<file path="config.mk">
export PLATFORM = sky130hd
export DESIGN_NAME = pulse_transmitter_symbol_sequencer_flat
export DESIGN_NICKNAME = d
export VERILOG_FILES = /design/src/rtl/pulse_transmitter_symbol_sequencer_if.sv /design/src/rtl/pulse_transmitter_symbol_sequencer.sv /design/src/flat_wrapper.sv
export SDC_FILE = /design/constraint.sdc
export NUM_CORES = 1
export LEC_CHECK = 0
export ABC_AREA = 1
export ABC_CLOCK_PERIOD_IN_PS = 7240
export CAP_MARGIN = 20
export CORE_UTILIZATION = 61
export CTS_BUF_LIST = sky130_fd_sc_hd__clkbuf_4 sky130_fd_sc_hd__clkbuf_8 sky130_fd_sc_hd__clkbuf_16
export DETAILED_ROUTE_END_ITERATION = 10
export PLACE_DENSITY = 0.82
export SLEW_MARGIN = 5
export SYNTH_ARGS = -nofsm -noshare
export SYNTH_HDL_FRONTEND = slang
export SYNTH_SLANG_ARGS = --single-unit
</file>
<file path="constraint.sdc">
create_clock -name clk -period 7.24 [get_ports clk]
set_clock_uncertainty 0.1 [all_clocks]
set_input_delay 1.086 -clock clk [delete_from_list [all_inputs] [get_ports clk]]
set_output_delay 1.086 -clock clk [all_outputs]
set_load 0.03 [all_outputs]
</file>
<file path="src/rtl/pulse_transmitter_symbol_sequencer_if.sv">
// pulse_transmitter_symbol_sequencer_if: symbol write bus into the sequencer FIFO
//   wr_valid/wr_level/wr_duration : producer -> sequencer symbol write request
//   wr_ready                      : sequencer -> producer, FIFO not full
//   fifo_count                    : sequencer -> producer, entries currently queued
interface pulse_transmitter_symbol_sequencer_if #(
    parameter int DEPTH       = 8,
    parameter int TIMER_WIDTH = 8
) ();
    logic                     wr_valid;
    logic                     wr_level;
    logic [TIMER_WIDTH-1:0]   wr_duration;
    logic                     wr_ready;
    logic [$clog2(DEPTH):0]   fifo_count;
    modport master (output wr_valid, wr_level, wr_duration, input wr_ready, fifo_count);
    modport slave  (input wr_valid, wr_level, wr_duration, output wr_ready, fifo_count);
endinterface

</file>
<file path="src/rtl/pulse_transmitter_symbol_sequencer.sv">
// pulse_transmitter_symbol_sequencer: queues {level, duration} symbols and plays them out through a countdown timer
//   clk, sys_rst        : clock, asynchronous active-high reset
//   start/stop/flush    : begin playback (IDLE only) / abort to IDLE / empty the FIFO
//   idle_level          : pulse_level while not playing
//   prescaler_cfg       : prescaler select, latched on an accepted start
//   wr                  : symbol write bus (slave side)
//   timer_en/_prescaler/_duration : drive the timer; timer_pulse advances to the next symbol
//   pulse_level         : transmitted waveform level
//   busy                : in LOAD or RUN
//   done                : 1-cycle pulse when playback ends because the queue ran dry
module pulse_transmitter_symbol_sequencer #(
    parameter int  DEPTH           = 8,
    parameter int  PRESCALER_WIDTH = 16,
    parameter int  TIMER_WIDTH     = 8,
    localparam int PW              = $clog2(PRESCALER_WIDTH),
    localparam int AW              = $clog2(DEPTH)
) (
    input  logic                   clk,
    input  logic                   sys_rst,
    input  logic                   start,
    input  logic                   stop,
    input  logic                   flush,
    input  logic                   idle_level,
    input  logic [PW-1:0]          prescaler_cfg,
    pulse_transmitter_symbol_sequencer_if.slave wr,
    output logic                   timer_en,
    output logic [PW-1:0]          timer_prescaler,
    output logic [TIMER_WIDTH-1:0] timer_duration,
    input  logic                   timer_pulse,
    output logic                   pulse_level,
    output logic                   busy,
    output logic                   done
);
    typedef enum logic [1:0] {IDLE, LOAD, RUN} state_t;
    state_t                 state_q, state_d;
    logic [AW:0]            wr_ptr_q, wr_ptr_d, rd_ptr_q, rd_ptr_d;
    logic [TIMER_WIDTH:0]   mem_q [DEPTH];
    logic [TIMER_WIDTH:0]   head;
    logic [TIMER_WIDTH-1:0] timer_duration_d;
    logic [PW-1:0]          timer_prescaler_d;
    logic                   pulse_level_d, timer_en_d, busy_d, done_d;
    logic                   full, empty, wr_en, avail, pop;
    assign full          = (wr_ptr_q[AW] != rd_ptr_q[AW]) && (wr_ptr_q[AW-1:0] == rd_ptr_q[AW-1:0]);
    assign empty         = wr_ptr_q == rd_ptr_q;
    assign wr.wr_ready   = !full;
    assign wr.fifo_count = wr_ptr_q - rd_ptr_q;
    assign wr_en         = wr.wr_valid && !full && !flush;
    // a flush this cycle makes the queue look empty to the player
    assign avail         = !empty && !flush;
    assign head          = mem_q[rd_ptr_q[AW-1:0]];
    always_comb begin
        wr_ptr_d = flush ? '0 : wr_ptr_q + {{AW{1'b0}}, wr_en};
        rd_ptr_d = flush ? '0 : rd_ptr_q + {{AW{1'b0}}, pop};
    end
    always_comb begin
        state_d           = state_q;
        pulse_level_d     = pulse_level_q_w();
        timer_duration_d  = timer_duration;
        timer_prescaler_d = timer_prescaler;
        done_d            = 1'b0;
        pop               = 1'b0;
        case (state_q)
            IDLE: begin
                pulse_level_d = idle_level;
                if (start && avail) begin
                    pop     = 1'b1;
                    state_d = LOAD;
                end
            end
            LOAD: state_d = RUN;
            RUN: if (timer_pulse) begin
                if (avail) begin
                    pop     = 1'b1;
                    state_d = LOAD;
                end else begin
                    pulse_level_d = idle_level;
                    done_d        = 1'b1;
                    state_d       = IDLE;
                end
            end
            default: state_d = IDLE;
        endcase
        if (stop) begin
            state_d       = IDLE;
            pulse_level_d = idle_level;
            done_d        = 1'b0;
            pop           = 1'b0;
        end
        if (pop) begin
            pulse_level_d    = head[TIMER_WIDTH];
            timer_duration_d = head[TIMER_WIDTH-1:0];
        end
        if (pop && state_q == IDLE) timer_prescaler_d = prescaler_cfg;
        timer_en_d = state_d == RUN;
        busy_d     = state_d != IDLE;
    end
    function automatic logic pulse_level_q_w();
        return pulse_level;
    endfunction
    always_ff @(posedge clk or posedge sys_rst) begin
        if (sys_rst) begin
            state_q         <= IDLE;
            wr_ptr_q        <= '0;
            rd_ptr_q        <= '0;
            pulse_level     <= 1'b0;
            timer_en        <= 1'b0;
            timer_prescaler <= '0;
            timer_duration  <= '0;
            busy            <= 1'b0;
            done            <= 1'b0;
        end else begin
            state_q         <= state_d;
            wr_ptr_q        <= wr_ptr_d;
            rd_ptr_q        <= rd_ptr_d;
            pulse_level     <= pulse_level_d;
            timer_en        <= timer_en_d;
            timer_prescaler <= timer_prescaler_d;
            timer_duration  <= timer_duration_d;
            busy            <= busy_d;
            done            <= done_d;
        end
    end
    always_ff @(posedge clk) begin
        if (wr_en) mem_q[wr_ptr_q[AW-1:0]] <= {wr.wr_level, wr.wr_duration};
    end
endmodule

</file>
<file path="src/flat_wrapper.sv">
// flat-port wrapper written by rule: the top's interface ports become plain ports
module pulse_transmitter_symbol_sequencer_flat 
#(
    parameter int  DEPTH           = 8,
    parameter int  PRESCALER_WIDTH = 16,
    parameter int  TIMER_WIDTH     = 8,
    localparam int PW              = $clog2(PRESCALER_WIDTH),
    localparam int AW              = $clog2(DEPTH)
)
  (clk, sys_rst, start, stop, flush, idle_level, prescaler_cfg, timer_en, timer_prescaler, timer_duration, timer_pulse, pulse_level, busy, done, wr_wr_valid, wr_wr_level, wr_wr_duration, wr_wr_ready, wr_fifo_count);
  pulse_transmitter_symbol_sequencer_if #(.DEPTH(DEPTH), .TIMER_WIDTH(TIMER_WIDTH)) wr_i ();
  input  logic clk;
  input  logic sys_rst;
  input  logic start;
  input  logic stop;
  input  logic flush;
  input  logic idle_level;
  input  logic [PW-1:0] prescaler_cfg;
  output logic timer_en;
  output logic [PW-1:0] timer_prescaler;
  output logic [TIMER_WIDTH-1:0] timer_duration;
  input  logic timer_pulse;
  output logic pulse_level;
  output logic busy;
  output logic done;
  input wire logic [$bits(wr_i.wr_valid)-1:0] wr_wr_valid;
  input wire logic [$bits(wr_i.wr_level)-1:0] wr_wr_level;
  input wire logic [$bits(wr_i.wr_duration)-1:0] wr_wr_duration;
  output wire logic [$bits(wr_i.wr_ready)-1:0] wr_wr_ready;
  output wire logic [$bits(wr_i.fifo_count)-1:0] wr_fifo_count;
  assign wr_i.wr_valid = wr_wr_valid;
  assign wr_i.wr_level = wr_wr_level;
  assign wr_i.wr_duration = wr_wr_duration;
  assign wr_wr_ready = wr_i.wr_ready;
  assign wr_fifo_count = wr_i.fifo_count;
  pulse_transmitter_symbol_sequencer #(.DEPTH(DEPTH), .PRESCALER_WIDTH(PRESCALER_WIDTH), .TIMER_WIDTH(TIMER_WIDTH)) u_core (.clk(clk), .sys_rst(sys_rst), .start(start), .stop(stop), .flush(flush), .idle_level(idle_level), .prescaler_cfg(prescaler_cfg), .wr(wr_i), .timer_en(timer_en), .timer_prescaler(timer_prescaler), .timer_duration(timer_duration), .timer_pulse(timer_pulse), .pulse_level(pulse_level), .busy(busy), .done(done));
endmodule
</file>
# [Word level (Yosys, flattened, before mapping)]
# Memories as Yosys holds them, arrays and structs flattened.
# Cells that the tools add are included.
[totals] reg_bits=26 mem_bits_rw=72 out_inout_bits=21 n_memories=1 elab_cells=57 in_bits=21
[op_classes] reduce_logical=13 n_mux=23 n_addsub=3 eq_ne=8
[mem_list] name="u_core.mem_q" words=8 word_bits=9 rd=1 rd_ports_with_merged_regs=0 write_ports=1 line_no="pulse_transmitter_symbol_sequencer.sv:37" text="logic [TIMER_WIDTH:0] mem_q [DEPTH];"
[ops] op="1-bit two-way mux" count=15
[ops] op="4-bit by 1-bit adder with 4-bit output" count=2
[ops] op="4-bit two-way mux" count=2
[ops] op="1-bit logical AND" count=6
[ops] op="2-bit two-way mux" count=3
[ops] op="2-bit one-hot mux with 3 select lines" count=1
[ops] op="2-bit equality test (second input constant)" count=2
[ops] op="4-bit equality test" count=1
[ops] op="4-bit by 3-bit != test with 1-bit output (second input constant)" count=1
[ops] op="4-bit != test (second input constant)" count=1
[ops] op="1-bit one-hot mux with 2 select lines" count=2
[ops] op="4-bit nonzero test" count=1
[ops] op="4-bit subtractor" count=1
[ops] op="3-bit equality test" count=1
[ops] op="1-bit logical NOT" count=3
[ops] op="3-bit AND reduction" count=1
[ops] op="2-bit by 1-bit equality test with 1-bit output (second input constant)" count=1
[ops] op="2-bit logical NOT" count=1
[ops] op="2-bit nonzero test" count=1
[ops] op="1-bit != test" count=1

# [Longest topological paths before layout]
# Gate-level depths: netlist of the first run.
[logic_depth] ltp_word=9 mapped_depth=13 ltp_nobuf=11

# [Worst setup path before layout of the first run]
# Ideal clock, no wire load.
[synth_path] kind="register to output" start="reg u_core.rd_ptr_q[1]" end="out wr_fifo_count[3]" path_stages_with_launch=7 required_ns=6.054 path_buffers=1 slack_ns=4.286 t_arrival_ns=1.768 cell_sequence="dfrtp_1 -> inv_2 -> buf_1 -> ha_1 -> nand2_1 -> o21ai_0 -> xor2_1"
[synth_via] elab_chain_cells=1
[synth_lines] element="start: declaration" line_no="pulse_transmitter_symbol_sequencer.sv:36" text="logic [AW:0] wr_ptr_q, wr_ptr_d, rd_ptr_q, rd_ptr_d;"
[synth_lines] element="start signal: assignment" line_no="pulse_transmitter_symbol_sequencer.sv:114" text="rd_ptr_q <= rd_ptr_d;"
[synth_lines] element="4-bit subtractor" line_no="pulse_transmitter_symbol_sequencer.sv:46" text="assign wr.fifo_count = wr_ptr_q - rd_ptr_q;"
[synth_lines] element="end: declaration" line_no="flat_wrapper.sv:30" text="output wire logic [$bits(wr_i.fifo_count)-1:0] wr_fifo_count;"
# Every way passes these cells.

# [Worst setup path in the final report of the first run]
# Ends and elaborated chain as after synthesis.

==> results by stage, run 1 <==
Synth:
- The cell area that synthesis handed to floorplanning was 4260 µm².
- Of the post-synthesis cell area, the dominant cell type holds 0.508.
- Yosys attributes the largest share of cell area to edfxtp_1 51%, dfrtp_1 15%, nor2_1 7.6%.
- The post-synthesis net count is 424.
- The share of the yosys chip area belonging to registers is 0.661.
- The cell count after synthesis is 395.
- The top cell type by total area after synthesis is edfxtp_1.
- The Yosys warning count is 0.
- In this run, synthesis produced a sequential element count of 98.
- In this run, distinct cell masters in the synthesized netlist total 32.
- The per-instance average area after synthesis is 10.8 µm².

Worst setup path:
- The endpoint arrival time on the critical path is 3.07 ns.
- The critical path goes through inv_2, ha_1, nand2_1, o21ai_0, xor2_1, clkdlybuf4s50_1.
- By startpoint and endpoint, the worst setup path is classified as register to output pin.
- The worst endpoint required time is 6.05 ns.
- The category of the worst setup path launch point is a register.
- On the worst path, the slowest cell contributes a delay of 0.84 ns.
- The endpoint kind of the worst setup timing path is an output pin.
- The highest fanout seen on the critical path is 22.
- On the critical path, the stage with the largest delay is an instance of dfrtp_1.

GRT:
- The number of global-route vias before repair was 2951.
- The global-route usage over all layers is 0.270.
- Entering global routing, the biggest net connects 40 pins.
- The wire length of the first global-routing pass is 14.4 mm.
- The total overflow left after global routing is 0.
- The number of antenna violations at the first check in global routing is 0.

Route:
- The remaining antenna violation count is 0.
- The number of search-and-repair iterations in the first detailed-routing pass is 5.
- The count of routing violations after the opening detailed-route iteration is 273.
- The routed layout has 2984 vias.
- In the routed layout, each cell is associated on average with a via count of 5.74.
- The number of remaining DRC errors is 0.
- The detailed-route wire length is 9.31 mm.
- The detail-routed net length per standard cell is 17.9 µm.

Power:
- The power per unit of standard cell area is 252 nW/µm².
- The peak ir drop on the vdd network is 0.207 mV.
- The post-layout total power is 1.23 mW.
- The analysis attributes to cell leakage a power of 1.93 nW.

Place:
- At the end of routability-driven placement, the weighted congestion stood at 0.893.
- The count of buffers inserted at the top-level ports is 41.
- The number of placed instances, taps included is 503.
- The half-perimeter wire length after detailed placement is 6.53 mm.
- At the placement stage, the worst setup path has a slack of 3.39 ns.
- Once placement finished, the instance area stood at 4680 µm².

Floorplan:
- In this run the count of I/O pins placed on the die edge is 42.
- From left edge to right edge, the die measures 85.5 µm.
- After floorplanning, the core was sized to cover 6760 µm².
- The standard-cell row count is 30.
- From bottom edge to top edge, the die measures 85.5 µm.
- The initial standard-cell utilization of the core is 0.630.
- The die covers 7310 µm².

Clock network:
- The clock root buffer is clkbuf_8.
- CTS built an H-tree with a depth of 3.
- The clock-pin slew on the worst setup and hold paths is 0.09 ns.
- TritonCTS built the clock tree.
- The number of buffers between clock root and the deepest sink is 2.
- Once the clock tree was built, the setup fixing pass inserted 0 buffers.
- The clock buffer count from CTS is 9.
- The clock sink count is 98.
- The source-to-sink clock delay at the later pin of the worst-skew pair is 0.36 ns.
- The post-cts sizing count is 0.
- Buffers inserted to repair hold after CTS numbered 0.

STA:
- The final setup violation count is 0.
- Once routing completed, OpenROAD measured the worst setup slack at 2.98 ns.
- The actual transition at the worst max-transition pin is 0.788 ns.
- Setup total negative slack on the finished layout was measured at 0 ns.
- For the finished layout, the period the worst path requires is 4.26 ns.
- The final hold violation count is 0.
- Hold timing on the final database bottoms out at a slack of 0.379 ns.
- Dividing the final minimum period by the clock period gives 0.588.
- Static timing analysis puts the maximum clock frequency at 0.235 GHz.
- Setup repair after global routing left no endpoint under its margin.
- In this run the tightest slew margin relative to its limit is 0.473.
- The number of max-slew violations in the final report was 0.

Layout:
- The share of post-route cells with drive strength above 1 is 0.0886.
- The net count of the finished layout is 464.
- Once layout is complete, the utilization of the core stands at 0.724.
- The non-filler instance count after layout is 520.
- The area of all placed cells without fillers is 4890 µm².
- From synthesis to final layout, the design area changed by 14.9%.
- The repair_antennas step left the layout with diodes totalling 0.

Run status:
- The flow ran to the end, and the final reports show no timing, DRC or antenna violations.

Worst hold path:
- The type of the most critical hold path is register to register.

Flow run:
- The tool flagged a number of max-cap violations equal to 0.
[power breakdown]
part | switching (mW) | internal (mW) | total, mW
combinational | 0.143 | 0.102 | 0.244
clock | 0.192 | 0.128 | 0.320
sequential | 0.0292 | 0.641 | 0.670
[layer usage]
| metal | global-route usage | vias up | part of all wire |
|---|---|---|---|
| li1 | - | 1389 | - |
| met1 | 0.346 | 1414 | 0.41 |
| met2 | 0.441 | 160 | 0.48 |
| met3 | 0.0606 | 21 | 0.078 |
| met4 | 0.132 | 0 | 0.031 |
| met5 | 0 | - | 0 |
[cells in the final DEF (no fill, tap or decap), types with 8 or more instances in the layout]
cell type	count
nor2_1	86
nand2_1	78
edfxtp_1	72
clkdlybuf4s50_1	41
o21ai_0	30
inv_1	26
dfrtp_1	25
nand3_1	11
clkbuf_8	9
o21ai_1	8
[cells by family after synthesis]
family	Yosys count	synth area share
AO/OA/AOI/OAI	52	0.0744
buffers and inverters	43	0.0456
adder cells (fa/ha/maj)	8	0.0253
flip-flops	98	0.661
AND/OR/NAND/NOR	191	0.188
XOR/XNOR	3	0.00618
[flip-flops by register name (all words and copies together), names as in the netlist]
| register | cells |
|---|---|
| u_core.pulse_level | 1 |
| u_core.state_q | 2 |
| u_core.rd_ptr_q | 4 |
| u_core.mem_q | 72 |
| u_core.timer_duration | 8 |
| u_core.wr_ptr_q | 4 |
| u_core.timer_prescaler | 4 |
| u_core.timer_en | 1 |
| u_core.done | 1 |
| u_core.busy | 1 |
[area by class of cell]
type | count | area [µm²]
multi-input cells | 254 | 1250
well taps | 80 | 100
fillers | 480 | 1870
clock inverters | 7 | 52.6
repair buffers | 42 | 438
clock buffers | 9 | 124
inverters | 30 | 113
flip-flops and latches | 98 | 2810
[Yosys cell counts, drive strengths merged]
| cell | instances |
|---|---|
| nor2 | 95 |
| nand2 | 81 |
| edfxtp | 72 |
| o21ai | 38 |
| inv | 29 |
| dfrtp | 26 |
| nand3 | 12 |
| buf | 9 |
| a31oi | 8 |
| ha | 7 |
| a21oi | 5 |
| clkbuf | 4 |
| nor3 | 2 |
| xnor2 | 2 |
| clkinv | 1 |
| fa | 1 |
| nand4 | 1 |
| o21a | 1 |
| xor2 | 1 |
[path summary, 6_finish.rpt]
| check | cells after the start | slack (ns) | to | startpoint |
|---|---|---|---|---|
| min in group asynchronous | 2 | 0.93 | u_core.timer_prescaler[1] | sys_rst |
| max in group asynchronous | 3 | 5.67 | u_core.rd_ptr_q[0] | sys_rst |
| setup reg to reg | 7 | 4.00 | u_core.mem_q[4][6] | u_core.rd_ptr_q[1] |
| hold / removal | 2 | 0.38 | u_core.timer_prescaler[2] | u_core.timer_prescaler[2] |
| hold reg to reg | 2 | 0.38 | u_core.timer_prescaler[2] | u_core.timer_prescaler[2] |
| setup / recovery | 6 | 2.98 | wr_fifo_count[3] | u_core.rd_ptr_q[1] |
[worst max-delay path: cells and delay by family (launching register included)]
kind / cells / cell delay (ns)
fa+ha+maj: 1 / 0.40
flops: 1 / 0.84
xor+xnor: 1 / 0.16
compound gates: 1 / 0.22
buf+inv: 2 / 1.02
simple gates: 1 / 0.07
Power figures use the tool's default switching activity.
==> inputs of run 2 (changes only) <==
- ABC_CLOCK_PERIOD_IN_PS: 7240 -> 4300
- CORE_UTILIZATION: 61 -> 56
- PLACE_DENSITY: 0.82 -> 0.76
- clock period: 7.24 -> 4.3 ns (I/O delays scaled with it)
==> run 2 against run 1 <==
- power rose by 75%
- hold slack better by 0.0026 ns
- non-clock buffer count grew 11
- critical endpoint unchanged
- cell count up 5.6%
- via count down 4.3%
- flip-flop and latch count unchanged
- clock-buffer cell count is 1 higher
- combinational power is 65% higher
- largest cell class unchanged
- sequential share of layout area down 1.5 points
- wire length is 8.1% lower
- design area is 2.6% higher
- first-iteration DRC count down 51%
==> results by stage, run 2 (synthesized netlist as in run 1, its figures left out) <==
Power:
- The power per unit of standard cell area is 430 nW/µm² (was 252 nW/µm²).
- The proportion of power drawn by flip-flops and latches is 0.519 (was 0.543).
- The clock share of power is 0.295 (was 0.259).
- The internal power summed over all cells is 1.58 mW (was 870 µW).
- The share of power burned in combinational logic is 0.186 (was 0.198).
- The post-layout total power is 2.16 mW (was 1.23 mW).
- The peak ir drop on the vdd network is 0.247 mV (was 0.207 mV).
- The static leakage is 2.01 nW (was 1.93 nW).
- The switching power came to 576 µW (was 363 µW).
- The net switching share of the total power is 0.267 (was 0.295).

Place:
- The count of buffers inserted at the top-level ports is 41 (unchanged).
- The final estimated routing congestion in global placement is 0.815 (was 0.893).
- The placed cell area is 4790 µm² (was 4680 µm²).
- The number of placed instances, taps included is 533 (was 503).
- The setup slack after placement is 0.916 ns (was 3.39 ns).
- The half-perimeter wire length after detailed placement was 5.51 mm (was 6.53 mm).

Layout:
- The non-filler instance count after layout came to 549 (was 520).
- The area of the multi-input gates was 1250 µm² (unchanged).
- The final-layout fill cell count was 565 (was 480).
- The most common cell after layout, fill and taps aside was nor2_1 (unchanged).
- The fraction of the core area covered by cells at the end of the flow is 0.688 (was 0.724).
- The diode insertion count for antenna repair is 0 (unchanged).
- The combined flip-flop and latch cell area was 2810 µm² (about the same).
- The area added between synthesis and finish came to 17.9% (was 14.9%).
- Commonest non-fill, non-tap cells in the layout: 86 x nor2_1, 78 x nand2_1, 72 x edfxtp_1 (unchanged).
- The final net count came to 475 (was 464).
- The flip-flop count of the largest register, all copies and words added was 72 (unchanged).
- The area of all placed cells without fillers was 5020 µm² (was 4890 µm²).
- The share of post-route cells with drive strength above 1 is 0.111 (was 0.0886).

Route:
- The number of remaining DRC errors is 0 (unchanged).
- The number of search-and-repair iterations in the first detailed-routing pass is 4 (was 5).
- The total via count in the routed design was 2855 (was 2984).
- The remaining antenna violation count is 0 (unchanged).
- The detailed-route wire length was 8.56 mm (was 9.31 mm).
- The number of vias per cell is 5.20 (was 5.74).
- The count of routing violations after the opening detailed-route iteration is 135 (was 273).
- The detail-routed net length per standard cell is 15.6 µm (was 17.9 µm).

STA:
- The number of max-slew violations in the final report is 0 (unchanged).
- The max-slew headroom at the worst pin is 0.609 (was 0.473).
- The peak clock frequency supported by timing is 0.266 GHz.
- The smallest hold slack is 0.381 ns (was 0.379 ns).
- The final hold violation count was 0 (unchanged).
- In the finished design, the share of the clock period the worst path needs comes to 0.873.
- RSZ-0062 raised after global routing: false (unchanged).
- The actual transition at the worst max-transition pin is 0.586 ns (was 0.788 ns).
- The sum of negative setup slack is 0 ns (unchanged).
- The final setup violation count came to 0 (unchanged).
- The clock period minus final worst setup slack is 3.76 ns.
- The post-route worst setup slack is 0.544 ns (was 2.98 ns).

Worst setup path:
- The endpoint kind of the worst setup timing path was an output pin (unchanged).
- The type of the worst setup path is register to output pin (unchanged).
- The logic depth of the worst register-to-register path was 8 (was 7).
- The worst endpoint required time was 3.56 ns (was 6.05 ns).
- The minimum setup slack among reg-to-reg paths is 1.21 ns (was 4.00 ns).
- The highest fanout seen on the critical path is 13 (was 22).
- The destination of the worst register-to-register timing path is u_core.mem_q[1][3] (was u_core.mem_q[4][6]).
- The category of the worst setup path launch point is a register (unchanged).
- The endpoint arrival time on the critical path came to 3.01 ns (was 3.07 ns).
- The worst reg2reg path startpoint is u_core.rd_ptr_q[2] (was u_core.rd_ptr_q[1]).

Clock network:
- The total of hold buffers inserted after clock tree synthesis is 0 (unchanged).
- The clock-pin slew on the worst setup and hold paths is 0.09 ns (about the same).
- The post-cts sizing count is 0 (unchanged).
- The number of H-tree branching levels is 3 (unchanged).
- The clock sink count is 98 (unchanged).
- The clock buffer count from CTS came to 9 (unchanged).
- The number of buffers between clock root and the deepest sink is 2 (unchanged).
- The CTS tree is built (unchanged).
- The clock root buffer is clkbuf_8 (unchanged).
- The post-CTS setup buffer count is 0 (unchanged).
- The source-to-sink clock delay at the later pin of the worst-skew pair is 0.35 ns (was 0.36 ns).

Floorplan:
- The die extent in x is 89.2 µm (was 85.5 µm).
- The die area came to 7950 µm² (was 7310 µm²).
- The core area was 7290 µm² (was 6760 µm²).
- The initial standard-cell utilization of the core came to 0.584 (was 0.630).
- The floorplan die height is 89.2 µm (was 85.5 µm).
- The top-level I/O count came to 42 (unchanged).
- The standard-cell row count was 31 (was 30).

Flow run:
- The number of max-cap violations is 0 (unchanged).

GRT:
- The wire length of the first global-routing pass is 13.5 mm (was 14.4 mm).
- The maximum number of pins on one net before global-route repair is 39 (was 40).
- The remaining global-route overflow came to 0 (unchanged).
- The global-route usage over all layers is 0.239 (was 0.270).
- The number of antenna violations at the first check in global routing was 0 (unchanged).
- The number of global-route vias before repair is 2805 (was 2951).

Worst hold path:
- The type of the most critical hold path is register to register (unchanged).
- The hold path depth came to 2 (unchanged).
- The destination of the worst hold path is u_core.timer_prescaler[1] (was u_core.timer_prescaler[2]).
- The hold path startpoint is u_core.timer_prescaler[1] (was u_core.timer_prescaler[2]).

Run status:
- Run status: completed (unchanged).
run 2: changes by cell type in the layout (fill, tap and decap cells not counted), sizes merged:
cell,change
clkbuf,+1
clkinv,-1
clkinvlp,-1
bufinv,+2
inv,-2
buf,+11
run 2: worst max path at each step:
stage | start | end | slack (ns)
6_report | u_core.rd_ptr_q[2] | wr_fifo_count[3] | 0.54
5_1_grt | u_core.rd_ptr_q[2] | wr_fifo_count[3] | 0.29
4_1_cts | u_core.rd_ptr_q[2] | wr_fifo_count[3] | 0.52
3_5_place_dp | u_core.rd_ptr_q[2] | wr_fifo_count[3] | 0.92
3_3_place_gp | u_core.rd_ptr_q[2] | wr_fifo_count[3] | 0.93
2_1_floorplan | u_core.rd_ptr_q[1] | wr_fifo_count[3] | 1.79
run 2: area by class of cell:
type | instances | share of cell area
sequential | 98 | 0.561
multi-input combinational | 254 | 0.249
timing repair buffer | 53 | 0.101
clock buffer | 10 | 0.0262
tap | 99 | 0.0247
inverter | 30 | 0.0224
clock inverter | 5 | 0.0157
run 2: power groups by stage:
stage | Combinational (mW) | Sequential (mW) | Clock, mW
floorplan | 0.129 | 1.24 | 0
global placement | 0.397 | 1.14 | 0
detailed placement | 0.403 | 1.14 | 0
CTS | 0.404 | 1.12 | 0.641
global route | 0.434 | 1.13 | 0.679
finish | 0.402 | 1.12 | 0.636
run 2: metal layers:
layer,track usage,wire [µm],vias to the layer above
li1,-,-,1411
met1,0.298,3510,1333
met2,0.400,4230,89
met3,0.0526,530,22
met4,0.111,286,0
met5,0,0,-
run 2: critical path, cell delays in order, from the launching register on:
cell and delay (ns):
dfrtp_1 0.61, clkinv_1 0.42, ha_1 0.47, nand2_1 0.10
o21ai_0 0.22, xor2_1 0.16, clkdlybuf4s50_1 0.68
==> inputs of run 3 (changes only) <==
- CAP_MARGIN: 20 -> default
- CORE_MARGIN: default -> 2
==> run 3 against run 2 <==
- via count is 0.32% lower
- sequential power hardly changed
- die area up 4.5%
- fmax about the same
- critical path depth stayed put
- first-iteration DRC count up 67%
- core utilization shrank 0.48 points
- combinational power barely moved
- register-to-register slack improved by 0.02 ns
- largest power group unchanged
==> results by stage, run 3 (synthesized netlist as in run 1, its figures left out) <==
Flow run:
- The number of max-cap violations was 0 (unchanged).

Place:
- The half-perimeter wire length after detailed placement was 5.56 mm (was 5.51 mm).
- The count of buffers inserted at the top-level ports is 41 (unchanged).
- The final estimated routing congestion in global placement is 0.827 (was 0.815).

Floorplan:
- The initial standard-cell utilization of the core was 0.584 (unchanged).
- The core area is 7290 µm² (unchanged).
- The standard-cell row count was 31 (unchanged).
- The die area is 8310 µm² (was 7950 µm²).
- The floorplan die height is 91.2 µm (was 89.2 µm).
- The top-level I/O count was 42 (unchanged).
- The die extent in x is 91.2 µm (was 89.2 µm).

Run status:
- Run status: completed (unchanged).

STA:
- The smallest hold slack is 0.377 ns (was 0.381 ns).
- The max-slew headroom at the worst pin is 0.299 (was 0.609).
- The actual transition at the worst max-transition pin was 1.05 ns (was 0.586 ns).
- The peak clock frequency supported by timing was 0.266 GHz (about the same).
- The clock period minus final worst setup slack is 3.76 ns (about the same).
- The final cycle utilization of the critical path is 0.874 (was 0.873).
- The final setup violation count is 0 (unchanged).
- RSZ-0062 raised after global routing: false (unchanged).
- The sum of negative setup slack is 0 ns (unchanged).
- The number of max-slew violations in the final report is 0 (unchanged).
- The final hold violation count was 0 (unchanged).

Clock network:
- The clock root buffer is clkbuf_8 (unchanged).
- The number of H-tree branching levels is 3 (unchanged).
- The total of hold buffers inserted after clock tree synthesis is 0 (unchanged).
- The clock sink count came to 98 (unchanged).
- The clock-pin slew on the worst setup and hold paths is 0.09 ns (about the same).
- The clock buffer count from CTS is 9 (unchanged).
- The CTS tree is built (unchanged).
- The post-cts sizing count is 0 (unchanged).
- The source-to-sink clock delay at the later pin of the worst-skew pair is 0.36 ns (was 0.35 ns).
- The post-CTS setup buffer count was 0 (unchanged).
- The number of buffers between clock root and the deepest sink is 2 (unchanged).

Route:
- The wire length on met3 is 529 µm (was 530 µm).
- The detailed-route wire length is 8.44 mm (was 8.56 mm).
- The routed wire length on met2 is 4.35 mm (was 4.23 mm).
- The total via count in the routed design was 2846 (was 2855).
- The detail-routed net length per standard cell came to 15.4 µm (was 15.6 µm).
- The number of remaining DRC errors is 0 (unchanged).
- The uppermost layer routed is met4 (unchanged).
- The number of search-and-repair iterations in the first detailed-routing pass is 4 (unchanged).
- The routed metal-1 wirelength came to 3.44 mm (was 3.51 mm).
- The count of routing violations after the opening detailed-route iteration is 225 (was 135).
- The number of vias per cell was 5.19 (was 5.20).
- The remaining antenna violation count is 0 (unchanged).

Power:
- The peak ir drop on the vdd network is 0.349 mV (was 0.247 mV).
- The power per unit of standard cell area is 424 nW/µm² (was 430 nW/µm²).
- The static leakage is 1.98 nW (was 2.01 nW).

GRT:
- The wire length of the first global-routing pass is 14.0 mm (was 13.5 mm).
- The global-route usage over all layers is 0.223 (was 0.239).
- The number of antenna violations at the first check in global routing came to 0 (unchanged).
- The number of global-route vias before repair is 2855 (was 2805).
- The remaining global-route overflow is 0 (unchanged).
- The maximum number of pins on one net before global-route repair is 39 (unchanged).

Worst hold path:
- The hold path depth came to 2 (unchanged).
- The type of the most critical hold path was register to register (unchanged).

Worst setup path:
- The endpoint kind of the worst setup timing path is an output pin (unchanged).
- The highest fanout seen on the critical path is 13 (unchanged).
- The endpoint arrival time on the critical path was 3.01 ns (about the same).
- The type of the worst setup path is register to output pin (unchanged).
- The category of the worst setup path launch point is a register (unchanged).
- The worst endpoint required time is 3.56 ns (about the same).
- The logic depth of the worst register-to-register path is 11 (was 8).

Layout:
- The flip-flop count of the largest register, all copies and words added is 72 (unchanged).
- The final net count came to 473 (was 475).
- The diode insertion count for antenna repair is 0 (unchanged).
- The most common cell after layout, fill and taps aside is nor2_1 (unchanged).
- The share of post-route cells with drive strength above 1 is 0.107 (was 0.111).
- The area added between synthesis and finish is 17.1% (was 17.9%).
- Commonest non-fill, non-tap cells in the layout: 86 x nor2_1, 78 x nand2_1, 72 x edfxtp_1 (unchanged).
- The combined flip-flop and latch cell area is 2810 µm² (unchanged).
- The final-layout fill cell count is 550 (was 565).
- The area of the multi-input gates came to 1250 µm² (unchanged).
[run 3: changes by cell type in the layout (fill, tap and decap cells not counted), sizes merged]
cell / change
clkinvlp: +2
bufinv: -1
buf: -2
[run 3: final cells by class]
class | instances | share of cell area
Timing Repair Buffer | 51 | 0.0975
Multi-Input combinational cell | 254 | 0.251
Sequential cell | 98 | 0.565
Inverter | 30 | 0.0226
Clock buffer | 10 | 0.0264
Tap cell | 99 | 0.0249
Clock inverter | 6 | 0.0133
[run 3: metal layers]
| layer | vias to the layer above | global-route usage |
|---|---|---|
| met3 | 11 | 0.0573 |
| met5 | - | 0 |
| met4 | 0 | 0.0808 |
| li1 | 1406 | - |
| met2 | 75 | 0.388 |
| met1 | 1354 | 0.270 |
[run 3: worst paths after layout]
check,startpoint,endpoint,slack [ns]
worst max register to register,u_core.rd_ptr_q[2],u_core.rd_ptr_q[2],1.23
worst max-delay path,u_core.rd_ptr_q[2],wr_fifo_count[3],0.54
worst min-delay path,u_core.timer_prescaler[1],u_core.timer_prescaler[1],0.38
min in group asynchronous,sys_rst,u_core.timer_prescaler[1],0.73
max in group asynchronous,sys_rst,u_core.pulse_level,2.73
worst min register to register,u_core.timer_prescaler[1],u_core.timer_prescaler[1],0.38
[run 3: stage by stage]
step           worst slack (ns)   util  total power [mW]  cells  instance area [µm²]
2_1_floorplan              1.79      -              1.37    395                 4260
3_3_place_gp              0.965  0.656              1.54    532                 4780
3_5_place_dp              0.914  0.656              1.55    532                 4780
4_1_cts                   0.507  0.683              2.13    548                 4980
5_1_grt                   0.343  0.683              2.20    548                 4980
6_report                  0.542  0.683              2.11    548                 4980
[run 3: report_power, final]
group	total, mW	internal, mW	switching [mW]
sequential	1.12	1.08	0.0433
combinational	0.402	0.170	0.232
clock	0.588	0.276	0.311
[run 3: worst max-delay path, stage by stage, from the launching register on]
cell and delay [ns]:
dfrtp_1 0.61, clkinv_1 0.42, ha_1 0.47, nand2_1 0.09, o21ai_0 0.19, xor2_1 0.17
clkdlybuf4s50_1 0.69
